[src/rtl/fadd_align.sv]
// Alignment stage of the binary32 adder: unpack, order by magnitude, and
// right-align the smaller mantissa with a sticky bit, over a two-stage pipe.

module shift32 (
  input  logic [31:0] data,
  input  logic [5:0]  amt,
  input  logic        left,
  output logic [31:0] result
);
  // amt ranges 0..32; bit 5 set means the whole word is shifted out
  always_comb begin
    if (amt[5])
      result = '0;
    else if (left)
      result = data << amt[4:0];
    else
      result = data >> amt[4:0];
  end
endmodule

module fadd_align (
  input  logic        clk,
  input  logic        rst,
  input  logic        in_valid,
  output logic        in_ready,
  input  logic [31:0] in_a,
  input  logic [31:0] in_b,
  input  logic        in_sub,
  output logic        out_valid,
  input  logic        out_ready,
  output logic [7:0]  out_exp,
  output logic [31:0] out_m_big,
  output logic [31:0] out_m_small,
  output logic        out_sticky,
  output logic        out_sign_big,
  output logic        out_eff_sub,
  output logic        out_swap,
  output logic        out_special
);
  logic [7:0]  exp_a, exp_b, eff_a, eff_b, eff_big, eff_small, diff;
  logic [31:0] m_a, m_b;
  logic        sign_a, sign_b, swap;
  logic [5:0]  shift_n;

  logic        s1_valid;
  logic [7:0]  s1_exp;
  logic [31:0] s1_m_big, s1_m_small;
  logic [5:0]  s1_shift;
  logic        s1_sign_big, s1_eff_sub, s1_swap, s1_special;

  logic        s2_load, s1_advance;
  logic [5:0]  left_amt;
  logic [31:0] small_shifted, discard;

  always_comb begin
    exp_a     = in_a[30:23];
    exp_b     = in_b[30:23];
    eff_a     = (exp_a == 8'd0) ? 8'd1 : exp_a;
    eff_b     = (exp_b == 8'd0) ? 8'd1 : exp_b;
    m_a       = {(exp_a != 8'd0), in_a[22:0], 8'h00};
    m_b       = {(exp_b != 8'd0), in_b[22:0], 8'h00};
    sign_a    = in_a[31];
    sign_b    = in_b[31] ^ in_sub;
    swap      = in_b[30:0] > in_a[30:0];
    eff_big   = swap ? eff_b : eff_a;
    eff_small = swap ? eff_a : eff_b;
    diff      = eff_big - eff_small;
    shift_n   = (diff >= 8'd32) ? 6'd32 : diff[5:0];
  end

  assign s2_load    = !out_valid || out_ready;
  assign s1_advance = s2_load;
  assign in_ready   = !s1_valid || s1_advance;

  always_ff @(posedge clk or posedge rst) begin
    if (rst) begin
      s1_valid    <= 1'b0;
      s1_exp      <= '0;
      s1_m_big    <= '0;
      s1_m_small  <= '0;
      s1_shift    <= '0;
      s1_sign_big <= 1'b0;
      s1_eff_sub  <= 1'b0;
      s1_swap     <= 1'b0;
      s1_special  <= 1'b0;
    end else if (in_ready) begin
      s1_valid <= in_valid;
      if (in_valid) begin
        s1_exp      <= eff_big;
        s1_m_big    <= swap ? m_b : m_a;
        s1_m_small  <= swap ? m_a : m_b;
        s1_shift    <= shift_n;
        s1_sign_big <= swap ? sign_b : sign_a;
        s1_eff_sub  <= sign_a ^ sign_b;
        s1_swap     <= swap;
        s1_special  <= (&exp_a) || (&exp_b);
      end
    end
  end

  // The left shift by (32 - n) keeps exactly the bits the right shift dropped
  assign left_amt = 6'd32 - s1_shift;

  shift32 u_align (
    .data   (s1_m_small),
    .amt    (s1_shift),
    .left   (1'b0),
    .result (small_shifted)
  );

  shift32 u_discard (
    .data   (s1_m_small),
    .amt    (left_amt),
    .left   (1'b1),
    .result (discard)
  );

  always_ff @(posedge clk or posedge rst) begin
    if (rst) begin
      out_valid    <= 1'b0;
      out_exp      <= '0;
      out_m_big    <= '0;
      out_m_small  <= '0;
      out_sticky   <= 1'b0;
      out_sign_big <= 1'b0;
      out_eff_sub  <= 1'b0;
      out_swap     <= 1'b0;
      out_special  <= 1'b0;
    end else if (s2_load) begin
      out_valid <= s1_valid;
      if (s1_valid) begin
        out_exp      <= s1_exp;
        out_m_big    <= s1_m_big;
        out_m_small  <= small_shifted;
        out_sticky   <= |discard;
        out_sign_big <= s1_sign_big;
        out_eff_sub  <= s1_eff_sub;
        out_swap     <= s1_swap;
        out_special  <= s1_special;
      end
    end
  end
endmodule

[config.mk]
export PLATFORM = sky130hd
export DESIGN_NAME = fadd_align
export DESIGN_NICKNAME = d
export VERILOG_FILES = /design/src/rtl/fadd_align.sv
export SDC_FILE = /design/constraint.sdc
export NUM_CORES = 1
export LEC_CHECK = 0
export ABC_AREA = 1
export CORE_ASPECT_RATIO = 1.5
export CORE_MARGIN = 1.5
export CORE_UTILIZATION = 55
export DETAILED_ROUTE_END_ITERATION = 6
export PLACE_DENSITY = 0.79
export SLEW_MARGIN = 20
export SYNTH_ARGS = -nofsm -noshare
export SYNTH_HDL_FRONTEND = slang
export SYNTH_SLANG_ARGS = --single-unit
[constraint.sdc]
create_clock -name clk -period 13.05 [get_ports clk]
set_input_delay 2.61 -clock clk [delete_from_list [all_inputs] [get_ports clk]]
set_output_delay 2.61 -clock clk [all_outputs]
set_load 0.01 [all_outputs]
Word-level counts from Yosys, hierarchy flattened:

Index checks and enable logic that the tools add are counted.

* memory bits (read-only): 0
* bits in latches: 0
* bits of input ports: 69
* output and inout bits: 79
* register bits: 161
* RAM bits: 0
* memories kept: 0

* bitwise operators: 2
* add/sub/neg operators: 2
* shift-type cells: 2
* $lt $le $gt $ge: 2
* multiply operators: 0
* multiplexer cells: 10
* equal/unequal tests: 0
* reductions and logical operators: 14
* div/mod/pow operators: 0

Operators by type and width (count)
* $mux 32: 4
* $mux 8: 4
* $reduce_or 32->1: 1
* $shl 32x5->32: 1
* $shr 32x5->32: 1
* $gt 31x31->1: 1
* $logic_not 8->1: 2
* $reduce_and 8->1: 2
* $reduce_bool 8->1: 2
* $ge 8x6->1 const B: 1
* $sub 8x8->8: 1
* $mux 6: 1
* $sub 6x6->6 const A: 1
* $reduce_and 2->1: 2
* $logic_or 1x1->1: 3
* $logic_not 1->1: 2
* $xor 1x1->1: 2
* $mux 1: 1

Logic depth before layout (Yosys ltp):

Gate-level depths: netlist of run 1.

* depth after elaboration: 6
* depth in mapped cells: 28

Cells and area by module:

Synthesis of run 1 repeated with hierarchy kept, for this count alone.

* cell total of the unflattened synthesis: 2333
* area total of the unflattened synthesis: 14410.1 µm²

By module, submodules not included
* fadd_align: cells an instance 933, sequential area each 3428.3 µm², times used 1, area each 7390.8 µm²
* shift32: cells an instance 700, sequential area each 0.0 µm², times used 2, area each 3509.6 µm²

Worst setup path before layout of run 1:

OpenSTA, ideal clock, no wires.

* kind: input port to flip-flop
* start: input port in_a[30]
* end: register s1_shift[5]
* setup slack: 7.409 ns
* data arrival time: 5.524 ns
* data required time: 12.933 ns
* stages: 24
* setup time: 0.117 ns
* buffers on the path: 1
* cell sequence: inv_1 ha_1 nand2_1 nor2_2 nand4_1 nor3b_1 nand2_1 nand2_2 nand2_4 buf_2 nand2_1 o21ai_0 ha_1 fa_1 o21ai_0 nand2_1 nand2_1 a21oi_1 nand2_1 nand2_1 nor2_1 nand2_1 nand2_1 nand2_1

* longest elaborated chain between the ends: 6

RTL lines
* start: declaration: line 26 `input logic [31:0] in_a,`
* branches (longest 3 deep; another with $gt 31x31->1)
* $sub 8x8->8 *: line 67 `diff = eff_big - eff_small;`
* $ge 8x6->1: line 68 `shift_n = (diff >= 8'd32) ? 6'd32 : diff[5:0];`
* $mux 6 *: line 68
* end signal: assignment: line 92 `s1_shift <= shift_n;`
* end: declaration: line 48 `logic [5:0] s1_shift;`

Every way passes the cells marked *.
A chain may end at the register's enable or synchronous reset.

Final worst setup path of run 1:

Ends and elaborated chain as after synthesis.

==> results of run 1 <==
-- worst max path at each step --
stage / end / slack, ns / cells past startpoint
2_1_floorplan: out_eff_sub / 6.77 / 1
3_3_place_gp: s1_shift[5] / 6.23 / 24
3_5_place_dp: s1_shift[5] / 6.09 / 24
4_1_cts: s1_shift[5] / 6.49 / 22
5_1_grt: s1_shift[5] / 6.02 / 24
6_report: s1_shift[5] / 6.50 / 24
-- area by class of cell --
cell class              count  area [um^2]
flip-flops and latches    137         3430
fillers                  1325         4840
clock buffers              19          453
well taps                 203          254
diodes                      2         5.00
multi-input cells         880         4540
inverters                  99          380
repair buffers            147         1460
clock inverters            12          198
-- power groups by stage --
stage	Combinational, mW	Clock (mW)	Sequential, mW
2_1_floorplan	0.472	0	0.645
3_5_place_dp	0.800	0	0.635
4_1_cts	0.807	0.542	0.630
5_1_grt	0.905	0.558	0.645
3_3_place_gp	0.790	0	0.632
6_report	0.812	0.538	0.632
-- layout by cell type (no fill, tap or decap), types with 4 or more instances in the layout --
| cell | n |
|---|---|
| o21a_1 | 5 |
| ha_1 | 39 |
| buf_4 | 7 |
| clkbuf_16 | 17 |
| a22oi_1 | 4 |
| inv_1 | 91 |
| nand4_1 | 60 |
| o21ai_1 | 9 |
| conb_1 | 8 |
| bufinv_16 | 5 |
| nor3_1 | 5 |
| a21oi_1 | 39 |
| xor2_1 | 6 |
| o21ai_0 | 86 |
| nor4_1 | 7 |
| o211ai_1 | 23 |
| mux2i_1 | 6 |
| nand2_1 | 382 |
| nand3_1 | 124 |
| clkinv_2 | 4 |
| clkdlybuf4s50_1 | 139 |
| nor2_1 | 29 |
| and2_1 | 7 |
| dfrtp_1 | 137 |
-- stage by stage --
step	utilization [%]	hold WS [ns]	std cells	worst slack, ns
after floorplan	-	0.449	1194	6.77
after global placement	64.6	0.456	1466	6.23
after detailed placement	64.6	0.458	1466	6.09
after global routing	68.8	0.485	1497	6.02
after CTS	68.8	0.467	1497	6.49
final	68.9	0.470	1499	6.50
-- state kept, by name, indices dropped and copies added, names as in the netlist, 6 cells and up --
register and cells:
out_exp 8, out_m_big 24, out_m_small 32, s1_exp 8, s1_m_big 24, s1_m_small 24, s1_shift 6
-- worst reg2reg max path, cell delays in order (launching register included) --
cell	delay, ns
dfrtp_1	0.73
inv_1	0.54
ha_1	0.63
clkinv_1	0.31
nand2_1	0.22
nand3_1	0.10
nor2_1	0.16
nand2_1	0.07
nor2_1	0.11
nand3_1	0.08
nand2_1	0.06
nand2_1	0.06
nand2_1	0.09
nand2_1	0.05
-- cells by family (layout without fill, tap and decap cells) --
| kind of cell | Yosys count | count (layout) |
|---|---|---|
| simple gates | 632 | 632 |
| compound gates | 186 | 186 |
| buf+inv | 177 | 277 |
| flops | 137 | 137 |
| fa+ha+maj | 40 | 40 |
| xor+xnor | 8 | 8 |
| mux | 6 | 6 |
| other cells | 1 | 10 |
-- metal layers --
metal | vias to the layer above | global-route usage (%) | wire [um]
met1 | 4051 | 36.8 | 9810
met5 | - | 0 | 0
met4 | 0 | 17.4 | 1190
met2 | 365 | 54.6 | 12700
li1 | 4173 | - | -
met3 | 80 | 4.97 | 1420
==> flow_metrics.env, run 1 <==
export IMPL_status="finished clean"
export IMPL_finalSetupViolations=0
export IMPL_synth_area_per_cell_um2=7.35
export IMPL_syn_inst=1187
export IMPL_postRouteWirelength_um=25200
export IMPL_viasPerCell=5.78
export IMPL_first_pass_iters=6
export IMPL_tightest_slew_ns=0.888
export IMPL_crit_buf_inv=2
export IMPL_synthesis_area_um2=8730
export IMPL_core_region_area_um2=15600
export IMPL_design_area_um2=10700
export IMPL_p_int_mw=1.22
export IMPL_ctsHoldBuffers=0
export IMPL_io_buffers=139
export IMPL_cts_setup_buffers=0
export IMPL_place_hpwl_um=17900
export IMPL_drt_iter0_drc=776
export IMPL_synth_edf_count=0
export IMPL_hold_class="flip-flop to flip-flop"
export IMPL_wire_per_inst_um=16.8
export IMPL_yosysTopAreaCellShare_pct=39.3
export IMPL_synthArstFlopShare_pct=100
export IMPL_cts_tree="built"
export IMPL_reg2regPathDepth=13
export IMPL_swShare_pct=38.4
export IMPL_synth_seq_cells=137
export IMPL_fin_worst_skew_ns=0.00958
export IMPL_grt_max_degree=134
export IMPL_hold_start="s1_exp[4]"
export IMPL_start_kind="input port"
export IMPL_power_frac_clock_pct=27.2
export IMPL_row_count=56
export IMPL_startpoint="in_a[30]"
export IMPL_synth_area_mux_share_pct=0.688
export IMPL_cts_buffers=17
export IMPL_ys_warn_count=0
export IMPL_synth_xor_area_share_pct=0.803
export IMPL_arrival_ns=6.86
export IMPL_cts_resized=0
export IMPL_crit_top_cell="nand2_1"
export IMPL_min_to="out_exp[4]"
export IMPL_synth_ff_type="dfrtp_1"
export IMPL_clk_pin_slew_ns=0.06
export IMPL_period_share_pct=50.2
export IMPL_root_buffer="clkbuf_16"
export IMPL_synth_compound_area_share_pct=12.3
export IMPL_comb_power_share_pct=41.0
export IMPL_io_pin_count=148
export IMPL_synth_area_leaders="dfrtp_1 39%, nand2_1 16%, nand3_1 7.1%"
export IMPL_critPathSlowestCell="clkdlybuf4s50_1"
export IMPL_rsz0062_at_grt="false"
export IMPL_cp_required_ns=13.36
export IMPL_max_stage_delay_ns=0.55
export IMPL_maxSlewHeadroom_pct=40.8
export IMPL_dieWidth_um=106
export IMPL_grt_pass1_wl_um=41500
export IMPL_powerDensity_nw_per_um2=185
export IMPL_r2r_slack_ns=9.74
export IMPL_grt_overflow_total=0
export IMPL_p_total_mw=1.98
export IMPL_worstPathMaxFanout=72
export IMPL_cts_sinks=137
export IMPL_critPathTopFamily="simple AND/OR/NAND/NOR gates"
export IMPL_peakVddDrop_mv=0.104
export IMPL_insertion_delay_ns=0.42
export IMPL_max_freq_mhz=153
export IMPL_synth_top_family_by_area="simple AND/OR/NAND/NOR gates"
export IMPL_leakage_nw=5.18
export IMPL_grtUsageTotal_pct=31.4
export IMPL_switching_power_uw=760
export IMPL_gp_congestion=0.992
export IMPL_dpl_cell_area_um2=10100
export IMPL_dieArea_um2=16600
export IMPL_fin_crit_ns=6.55
export IMPL_fin_tns_setup_ns=0
export IMPL_nets=1391
export IMPL_cap_violations=0
export IMPL_remaining_drc_errors=0
export IMPL_postRouteAntennaNets=0
export IMPL_crit_path_end_kind="flip-flop"
export IMPL_path_cells="clkdlybuf4s50_1 -> inv_1 -> ha_1 -> nand2_1 -> nor2_2 -> nand4_1 -> nor3b_1 -> nand2_1 -> nand2_2 -> nand2_4 -> nand2_1 -> nand2_1 -> ha_1 -> fa_1 -> o21ai_0 -> nand2_1 -> nand2_1 -> a21oi_1 -> nand2_1 -> nand2_1 -> nor2_1 -> nand2_1 -> nand2_1 -> nand2_1"
export IMPL_syn2layout_area_growth_pct=22.8
export IMPL_yosysMostFrequentCell="nand2_1"
export IMPL_p_seq_share_pct=31.9
export IMPL_start_util_pct=56.1
export IMPL_synth_common_cells="382 x nand2_1, 137 x dfrtp_1, 124 x nand3_1"
export IMPL_die_h_um=157
export IMPL_whs_path_depth=2
export IMPL_path_class="input port to flip-flop"
export IMPL_drive_above_1_share_pct=4.40
export IMPL_vias=8669
export IMPL_ys_types=54
export IMPL_synthAdderAreaFrac_pct=5.82
export IMPL_antenna_found_initial=0
export IMPL_worstReg2RegStart="s1_shift[1]"
export IMPL_ctsHtreeMaxLevel=4
export IMPL_rr_endpoint="out_sticky"
export IMPL_yosysSeqAreaShare_pct=39.3
export IMPL_final_max_slew_viol_count=0
export IMPL_yosys_area_share_simple_pct=32.1
export IMPL_cts_buffer_depth=2
export IMPL_finalHoldViolCount=0
export IMPL_yosysTopAreaCell="dfrtp_1"
export IMPL_grt_pass1_vias=8497
Note: power is estimated with default switching activity, not from simulation.
==> inputs of run 2 (changes only) <==
--- a/config.mk
+++ b/config.mk
@@ -8,9 +8,9 @@
 export ABC_AREA = 1
 export CORE_ASPECT_RATIO = 1.5
 export CORE_MARGIN = 1.5
-export CORE_UTILIZATION = 55
+export CORE_UTILIZATION = 49
 export DETAILED_ROUTE_END_ITERATION = 6
-export PLACE_DENSITY = 0.79
+export PLACE_DENSITY = 0.75
 export SLEW_MARGIN = 20
 export SYNTH_ARGS = -nofsm -noshare
 export SYNTH_HDL_FRONTEND = slang
==> constraint.sdc (replaced) <==
create_clock -name clk -period 5.64 [get_ports clk]
set_input_delay 1.128 -clock clk [delete_from_list [all_inputs] [get_ports clk]]
set_output_delay 1.128 -clock clk [all_outputs]
set_load 0.01 [all_outputs]
==> run 2 against run 1 <==
Compared with the run above: the run now ends with DRC left; via count shrank 0.97%; non-clock buffer count is 5 higher; sequential share of layout area barely moved; combinational power up 140%; hold slack better by 0.0012 ns; sequential power up 130%; setup slack got worse by 5.8 ns; clock skew is essentially flat; clock power is 110% higher; global-route usage decreased by 3.0 points; critical endpoint unchanged.
==> flow_metrics.env, run 2 (same netlist as run 1, synthesis figures left out) <==
export IMPL_max_freq_mhz=203
export IMPL_ctsHtreeMaxLevel=4
export IMPL_start_kind="input port"
export IMPL_period_share_pct=87.3
export IMPL_postRouteWirelength_um=25900
export IMPL_first_pass_iters=7
export IMPL_row_count=59
export IMPL_cts_buffer_depth=2
export IMPL_crit_path_end_kind="flip-flop"
export IMPL_wire_per_inst_um=17.1
export IMPL_grt_pass1_vias=8145
export IMPL_powerDensity_nw_per_um2=420
export IMPL_fill_cells=1599
export IMPL_grt_max_degree=108
export IMPL_final_common_cell="nand2_1"
export IMPL_status="finished with violations"
export IMPL_die_h_um=166
export IMPL_multi_input_area_um2=4550
export IMPL_grt_pass1_wl_um=41800
export IMPL_cts_tree="built"
export IMPL_drive_above_1_share_pct=4.77
export IMPL_worstPathMaxFanout=13
export IMPL_arrival_ns=5.24
export IMPL_io_buffers=139
export IMPL_path_class="input port to flip-flop"
export IMPL_rsz0062_at_grt="false"
export IMPL_start_util_pct=50.1
export IMPL_cts_buffers=17
export IMPL_ctsHoldBuffers=0
export IMPL_finalHoldViolCount=0
export IMPL_drt_iter0_drc=850
export IMPL_remaining_drc_errors=10
export IMPL_largest_reg_flops=32
export IMPL_place_hpwl_um=19100
export IMPL_nets=1396
export IMPL_dieArea_um2=18600
export IMPL_hold_ws_ns=0.472
export IMPL_fin_crit_ns=4.92
export IMPL_insertion_delay_ns=0.43
export IMPL_root_buffer="clkbuf_16"
export IMPL_hold_class="flip-flop to flip-flop"
export IMPL_seq_area_um2=3430
export IMPL_cap_violations=0
export IMPL_clk_pin_slew_ns=0.06
export IMPL_viasPerCell=5.67
export IMPL_leakage_nw=5.17
export IMPL_tightest_slew_ns=0.946
export IMPL_violations="DRC"
export IMPL_maxSlewHeadroom_pct=36.9
export IMPL_syn2layout_area_growth_pct=22.7
export IMPL_r2r_slack_ns=2.77
export IMPL_cts_sinks=137
export IMPL_dieWidth_um=112
export IMPL_final_max_slew_viol_count=0
export IMPL_fin_tns_setup_ns=0
export IMPL_grtUsageTotal_pct=28.4
export IMPL_finalSetupViolations=0
export IMPL_gp_congestion=0.947
export IMPL_fin_worst_skew_ns=0.00909
export IMPL_peakVddDrop_mv=0.192
export IMPL_cts_setup_buffers=0
export IMPL_cts_resized=0
export IMPL_vias=8585
export IMPL_diodes=0
export IMPL_grt_overflow_total=0
export IMPL_postRouteAntennaNets=0
export IMPL_io_pin_count=148
export IMPL_largest_register="out_m_small"
export IMPL_core_region_area_um2=17400
export IMPL_final_cell_mix="382 x nand2_1, 139 x clkdlybuf4s50_1, 137 x dfrtp_1"
export IMPL_cp_required_ns=5.95
export IMPL_antenna_found_initial=0
-- run 2: cell count changes in the layout (fill, tap and decap cells not counted), moves of 2 or more --
cell	change
inv_6	+6
bufinv_16	-3
clkbuf_8	-2
buf_4	+6
diode_2	-2
clkinv_2	-3
-- run 2: worst paths after layout --
| kind | start | end | cells after the start |
|---|---|---|---|
| worst max register to register | s1_shift[1] | out_sticky | 11 |
| worst min register to register | out_m_big[28] | out_m_big[28] | 2 |
| worst min-delay path | out_m_big[28] | out_m_big[28] | 2 |
| worst max-delay path | in_a[30] | s1_shift[5] | 25 |
| max in group asynchronous | rst | out_m_big[14] | 3 |
| min in group asynchronous | rst | out_m_small[21] | 2 |
-- run 2: power breakdown --
group / total, mW / internal, mW / switching, mW
Combinational: 1.91 / 0.773 / 1.14
Clock: 1.13 / 0.661 / 0.473
Sequential: 1.45 / 1.26 / 0.191
-- run 2: stage by stage --
| step | instances | power, mW | util, % | worst slack [ns] | area [um^2] |
|---|---|---|---|---|---|
| 5_1_grt | 1513 | 4.77 | 61.4 | 0.317 | 10700 |
| 2_1_floorplan | 1194 | 2.58 | - | 0.844 | 8750 |
| 3_3_place_gp | 1481 | 3.32 | 58.0 | 0.385 | 10100 |
| 3_5_place_dp | 1481 | 3.35 | 58.0 | 0.332 | 10100 |
| 6_report | 1513 | 4.49 | 61.4 | 0.717 | 10700 |
| 4_1_cts | 1513 | 4.49 | 61.4 | 0.771 | 10700 |
-- run 2: final cells by class --
cell class                      count  area share, %
Timing Repair Buffer              152           13.9
Inverter                           99           3.55
Tap cell                          213           2.49
Multi-Input combinational cell    880           42.5
Sequential cell                   137           32.0
Clock inverter                     14           1.51
Clock buffer                       18           4.01
-- run 2: critical path: stages --
cell	delay [ns]
clkdlybuf4s50_1	0.53
inv_1	0.07
ha_1	0.30
nand2_1	0.08
nor2_2	0.20
nand4_1	0.13
nor3b_1	0.20
nand2_1	0.09
nand2_2	0.20
nand2_4	0.13
buf_4	0.20
nand2_1	0.08
nand2_1	0.06
ha_1	0.23
fa_1	0.42
o21ai_0	0.30
nand2_1	0.12
nand2_1	0.08
a21oi_1	0.06
nand2_1	0.05
nand2_1	0.05
nor2_1	0.30
nand2_1	0.10
nand2_1	0.08
nand2_1	0.06
-- run 2: per-layer routing --
metal | part of all wire, % | wire length (um) | global-route usage [%] | vias to the layer above
met2 | 51 | 13200 | 49.0 | 286
met3 | 4.1 | 1080 | 3.86 | 72
met1 | 39 | 10200 | 33.6 | 4041
met5 | 0 | 0 | 0 | -
met4 | 5.6 | 1460 | 16.7 | 0
li1 | - | - | - | 4186
